===== config.mk =====
export PLATFORM = sky130hd
export DESIGN_NAME = fifo_rd_port
export DESIGN_NICKNAME = d
export VERILOG_FILES = /design/src/rtl/fifo_pkg.sv /design/src/rtl/fifo_rd_port_rptr_empty.sv /design/src/rtl/fifo_rd_port.sv
export SDC_FILE = /design/constraint.sdc
export NUM_CORES = 1
export LEC_CHECK = 0
export CAP_MARGIN = 20
export CORE_MARGIN = 5
export CORE_UTILIZATION = 40
export DETAILED_ROUTE_END_ITERATION = 10
export GPL_TIMING_DRIVEN = 1
export HOLD_SLACK_MARGIN = 0.03
export MAX_ROUTING_LAYER = met4
export PLACE_DENSITY_LB_ADDON = 0.05
export SKIP_CTS_REPAIR_TIMING = 1
export SYNTH_ARGS = -nofsm -noshare
export SYNTH_HDL_FRONTEND = slang
export SYNTH_SLANG_ARGS = --single-unit

===== constraint.sdc =====
create_clock -name rclk -period 3.15 [get_ports rclk]
set_input_delay 0.315 -clock rclk [delete_from_list [all_inputs] [get_ports rclk]]
set_output_delay 0.315 -clock rclk [all_outputs]
set_load 0.03 [all_outputs]

===== src/rtl/fifo_pkg.sv =====
// Shared constants, pointer-encoding helpers and output-stage states for the FIFO read port.
package fifo_pkg;

  localparam int DATASIZE_DEF = 8;
  localparam int ADDRSIZE_DEF = 4;

  typedef enum logic {
    ST_EMPTY = 1'b0,
    ST_HOLD  = 1'b1
  } ostate_e;

  // Both helpers work on a zero-extended 32-bit view; callers truncate to pointer width.
  function automatic logic [31:0] bin2gray(input logic [31:0] b);
    return b ^ (b >> 1);
  endfunction

  function automatic logic [31:0] gray2bin(input logic [31:0] g);
    logic [31:0] b;
    b = '0;
    for (int unsigned i = 0; i < 32; i++) begin
      b = b ^ (g >> i);
    end
    return b;
  endfunction

endpackage


===== src/rtl/fifo_rd_port_rptr_empty.sv =====
// Read pointer (binary + Gray) and registered empty flag; almost-empty with FIFO_RD_ALMOST_EMPTY_EN.
module rptr_empty
  import fifo_pkg::*;
#(
  parameter int ADDRSIZE = ADDRSIZE_DEF
`ifdef FIFO_RD_ALMOST_EMPTY_EN
  ,parameter int AEMPTY_THRESH = 2
`endif
) (
  input  logic                rclk,
  input  logic                rrst,
  input  logic                rinc,
  input  logic [ADDRSIZE:0]   rq2_wptr,
  output logic [ADDRSIZE-1:0] raddr,
  output logic [ADDRSIZE:0]   rptr,
  output logic                rempty
`ifdef FIFO_RD_ALMOST_EMPTY_EN
  ,output logic               ralmost_empty
`endif
);

  localparam int PW = ADDRSIZE + 1;

  logic [PW-1:0] rbin_q, rbin_d;
  logic [PW-1:0] rptr_q, rptr_d;
  logic          rempty_q, rempty_d;

  always_comb begin
    rbin_d   = rbin_q + PW'(rinc);
    rptr_d   = PW'(bin2gray(32'(rbin_d)));
    // Full-width compare distinguishes empty from full after a wrap.
    rempty_d = (rptr_d == rq2_wptr);
  end

  always_ff @(posedge rclk) begin
    if (rrst) begin
      rbin_q   <= '0;
      rptr_q   <= '0;
      rempty_q <= 1'b1;
    end else begin
      rbin_q   <= rbin_d;
      rptr_q   <= rptr_d;
      rempty_q <= rempty_d;
    end
  end

`ifdef FIFO_RD_ALMOST_EMPTY_EN
  logic [PW-1:0] wbin;
  logic          aempty_q, aempty_d;

  always_comb begin
    wbin     = PW'(gray2bin(32'(rq2_wptr)));
    aempty_d = ((wbin - rbin_d) <= PW'(AEMPTY_THRESH));
  end

  always_ff @(posedge rclk) begin
    if (rrst) aempty_q <= 1'b1;
    else      aempty_q <= aempty_d;
  end

  assign ralmost_empty = aempty_q;
`endif

  assign raddr  = rbin_q[ADDRSIZE-1:0];
  assign rptr   = rptr_q;
  assign rempty = rempty_q;

endmodule


===== src/rtl/fifo_rd_port.sv =====
// FIFO read port: pointer/empty tracking plus a first-word-fall-through output register.
// Optional almost-empty output is enabled by defining FIFO_RD_ALMOST_EMPTY_EN.
module fifo_rd_port
  import fifo_pkg::*;
#(
  parameter int DATASIZE = DATASIZE_DEF,
  parameter int ADDRSIZE = ADDRSIZE_DEF
`ifdef FIFO_RD_ALMOST_EMPTY_EN
  ,parameter int AEMPTY_THRESH = 2
`endif
) (
  input  logic                rclk,
  input  logic                rrst,
  input  logic [ADDRSIZE:0]   rq2_wptr,
  input  logic [DATASIZE-1:0] mem_rdata,
  output logic [ADDRSIZE-1:0] raddr,
  output logic [ADDRSIZE:0]   rptr,
  output logic                rempty,
  output logic [DATASIZE-1:0] rdata,
  output logic                rvalid,
  input  logic                rready
`ifdef FIFO_RD_ALMOST_EMPTY_EN
  ,output logic               ralmost_empty
`endif
);

  ostate_e             state_q, state_d;
  logic [DATASIZE-1:0] rdata_q, rdata_d;
  logic                rvalid_q, rvalid_d;
  logic                rinc;

  // Pop only when the output register is free or being drained this cycle.
  assign rinc = !rempty && (!rvalid_q || rready);

  rptr_empty #(
    .ADDRSIZE      (ADDRSIZE)
`ifdef FIFO_RD_ALMOST_EMPTY_EN
    ,.AEMPTY_THRESH(AEMPTY_THRESH)
`endif
  ) u_rptr_empty (
    .rclk          (rclk),
    .rrst          (rrst),
    .rinc          (rinc),
    .rq2_wptr      (rq2_wptr),
    .raddr         (raddr),
    .rptr          (rptr),
    .rempty        (rempty)
`ifdef FIFO_RD_ALMOST_EMPTY_EN
    ,.ralmost_empty(ralmost_empty)
`endif
  );

  always_comb begin
    state_d  = state_q;
    rdata_d  = rdata_q;
    rvalid_d = rvalid_q;
    unique case (state_q)
      ST_EMPTY: begin
        if (rinc) begin
          rdata_d  = mem_rdata;
          rvalid_d = 1'b1;
          state_d  = ST_HOLD;
        end
      end
      ST_HOLD: begin
        if (rready) begin
          if (rinc) begin
            rdata_d = mem_rdata;
          end else begin
            rvalid_d = 1'b0;
            state_d  = ST_EMPTY;
          end
        end
      end
      default: begin
        state_d  = ST_EMPTY;
        rvalid_d = 1'b0;
      end
    endcase
  end

  always_ff @(posedge rclk) begin
    if (rrst) begin
      state_q  <= ST_EMPTY;
      rdata_q  <= '0;
      rvalid_q <= 1'b0;
    end else begin
      state_q  <= state_d;
      rdata_q  <= rdata_d;
      rvalid_q <= rvalid_d;
    end
  end

  assign rdata  = rdata_q;
  assign rvalid = rvalid_q;

endmodule


==> flow_summary_export.csv <==
group,metric,value,unit
route,ant_nets,0,
setup_path,worstSetupStartpointType,"input port",
cts,cts_tree,"built",
timing,fin_crit,2.151,ns
power,pwr-share-clk,32.1,%
timing,hold_viol_final,0,
power,swShare,26.17,%
synth,syn-num-nets,104,
power,intPower,474.7,µW
route,vias_per_cell,4.570,
die,rows,16,
global_route,grt_pass1_vias,665,
setup_path,path_delay_family,"compound AO/OA/AOI/OAI gates",
cts,clockBufferDepth,2,
power,switching_power,168.2,µW
placement,dpl-instance-area,1205,µm²
timing,setup_viol,0,
global_route,antenna_found_initial,0,
worst_hold_path,hold_class,"reg -> reg",
job,cap_violations,0,
setup_path,worstSetupEndpointType,"register",
cts,cts_root_buf,"clkbuf_4",
synth,yosys.area.top_type,"dfxtp_1",
global_route,grt_max_degree,21,
setup_path,worst-setup-path-type,"in -> reg",
power,p_comb_share,24.1,%
timing,fin_setup_tns,0,ns
die,initial_core_util,42.30,%
cts,cts_num_sinks,20,
power,p_per_area,511.3,nW/µm²
die,die_y,55.78,µm
die,die_w,55.78,µm
setup_path,path_common_cell,"ha_1",
finish,antenna_cells,0,
setup_path,critical_path.cell_chain,"clkdlybuf4s50_1 -> inv_1 -> a21oi_1 -> ha_1 -> ha_1 -> nor2b_2 -> a22oi_1 -> o31ai_2 -> xnor2_1 -> a41o_1",
global_route,gr-usage-met1,13.35,%
die,ioPinCount,35,
global_route,grt_pass1_wl,2.967,mm
setup_path,path_buf_inv,2,
setup_path,slowest_stage,"clkdlybuf4s50_1",
synth,syn-cell-area,838.3,µm²
synth,post-synth-top-count-cell,"dfxtp_1",
cts,clkTransAtPathRegs,0.12,ns
timing,worst_pin_slew,0.7385,ns
timing,finalClockSkew,0.005268,ns
synth,yosysWarnings,0,
timing,slew_headroom,50.61,%
setup_path,arrival,2.35,ns
finish,fin_area,1257,µm²
synth,ys_seq_area_share,47.76,%
synth,syn_area_per_cell,9.748,µm²
global_route,track_usage,12.22,%
timing,rsz0062_at_grt,"false",
finish,drive_gt1_share,5.738,%
synth,ys_async_sr_fraction,0,%
synth,synthDistinctLibCells,19,
global_route,overflow,0,
power,vdd_drop_max,343.3,µV
timing,max_freq,464.8,MHz
route,wl_per_cell,11.77,µm
setup_path,cp_data_required_time,3.35,ns
synth,synth_area_leaders,"dfxtp_1 48%, mux2i_1 9.6%, nor2_1 8.5%",
synth,synthFlopType,"dfxtp_1",
setup_path,r2r_slack,1.20,ns
route,drc,0,
global_route,busiest_layer,"met2",
global_route,use_met2,19.59,%
placement,io_buffers,34,
synth,syn_inst,86,
route,vias,681,
die,core,1982,µm²
synth,synth_common_cells,"20 x dfxtp_1, 19 x nor2_1, 8 x mux2i_1",
setup_path,cp.depth,10,
synth,ys_ff_latch,20,
power,seqPwrFrac,43.9,%
timing,finalCritPeriodShare,68.29,%
run_status,status,"complete, no violations",
route,wl,1.753,mm
route,drtIter0Drc,5,
setup_path,crit_path_max_incr_delay,0.50,ns
power,leakagePower,0.5030,nW
cts,clk_latency,0.29,ns
setup_path,critPathMaxFanout,4,
finish,area_growth,50.00,%
die,dieArea,3111,µm²
timing,maxSlewViolCount,0,
synth,synth-edff-count,0,
route,drtPass1Iterations,3,
setup_path,r2r_cells,8,
worst_hold_path,hold_depth,2,
global_route,gr-usage-met3,4.176,%
placement,gp_congestion,0.7610,
synth,synth_top_area_share,47.76,%
cts,htreeDepth,1,
cts,cts_buffers,3,
finish,nets,141,
per-layer routing:
| metal | wire length, µm | up-vias |
|---|---|---|
| li1 | - | 351 |
| met1 | 818 | 306 |
| met2 | 778 | 22 |
| met3 | 141 | 2 |
| met4 | 15 | 0 |
| met5 | 0 | - |
tightest hold or removal path: stages (launching register included):
cell and delay [ns]:
dfxtp_1 0.34, mux2i_1 0.06, nor2_1 0.07
final cells by class:
class                      instances  area, µm²
clock buffer                       3      22.52
clock inverter                     1      30.03
fill                             183      724.4
inverter                           2      7.507
multi-input combinational         62      422.9
sequential                        20      400.4
tap                               27      33.78
timing repair buffer              34      340.3
path summary, 6_finish.rpt:
kind / endpoint / startpoint
worst max register to register: u_rptr_empty.rempty / u_rptr_empty.rempty
worst min-delay path: rdata[3] / rdata[3]
worst max-delay path: u_rptr_empty.rempty / rready
worst min register to register: rdata[3] / rdata[3]
per-stage QoR:
step | worst slack, ns | hold WS (ns) | cells | util, % | power, mW
detailed placement | 0.6638 | 0.4849 | 145 | 60.80 | 0.4439
CTS | 1.001 | 0.5134 | 149 | 63.45 | 0.6505
global placement | 0.7329 | 0.4737 | 145 | 60.80 | 0.4416
global route | 0.8154 | 0.5329 | 149 | 63.45 | 0.6743
floorplan | 1.221 | 0.4327 | 86 | - | 0.3798
finish | 0.9988 | 0.5072 | 149 | 63.45 | 0.6430
cells by family (layout without fill, tap and decap cells):
logic type | Yosys count | after routing | share of synthesized area, %
compound gates | 7 | 7 | 6.418
xor+xnor | 14 | 14 | 14.63
fa+ha+maj | 2 | 2 | 2.985
buf+inv | 4 | 40 | 1.792
flops | 20 | 20 | 47.76
mux | 8 | 8 | 9.553
simple gates | 31 | 31 | 16.87
sequential cells by signal, indices dropped and copies added (netlist names):
register and cells:
rdata 8, rvalid 1, state_q 1, u_rptr_empty.rbin_q 5, u_rptr_empty.rempty 1, u_rptr_empty.rptr 4
cells in the final DEF, fill, tap and decap left out:
master	netlist	routed
nor2_1	19	19
mux2i_1	8	8
xnor2_1	7	7
nor2b_1	4	4
dfxtp_1	20	20
clkbuf_4	0	3
a22oi_1	1	1
ha_1	2	2
nand3_1	2	2
nor2b_2	1	1
inv_1	2	2
bufinv_16	0	1
a21oi_1	2	2
a41o_1	1	1
o21ai_1	1	1
nand2_1	4	4
nor2_4	1	1
clkdlybuf4s50_1	0	34
a311oi_1	1	1
xor2_1	7	7
o31ai_2	1	1
power by group through the flow:
stage / Combinational (mW) / Clock, mW / Sequential, mW
finish: 0.155 / 0.206 / 0.282
detailed placement: 0.156 / 0 / 0.288
CTS: 0.156 / 0.212 / 0.282
floorplan: 0.0577 / 0 / 0.322
global route: 0.166 / 0.223 / 0.285
global placement: 0.154 / 0 / 0.288
(Power assumes the default switching activity.)
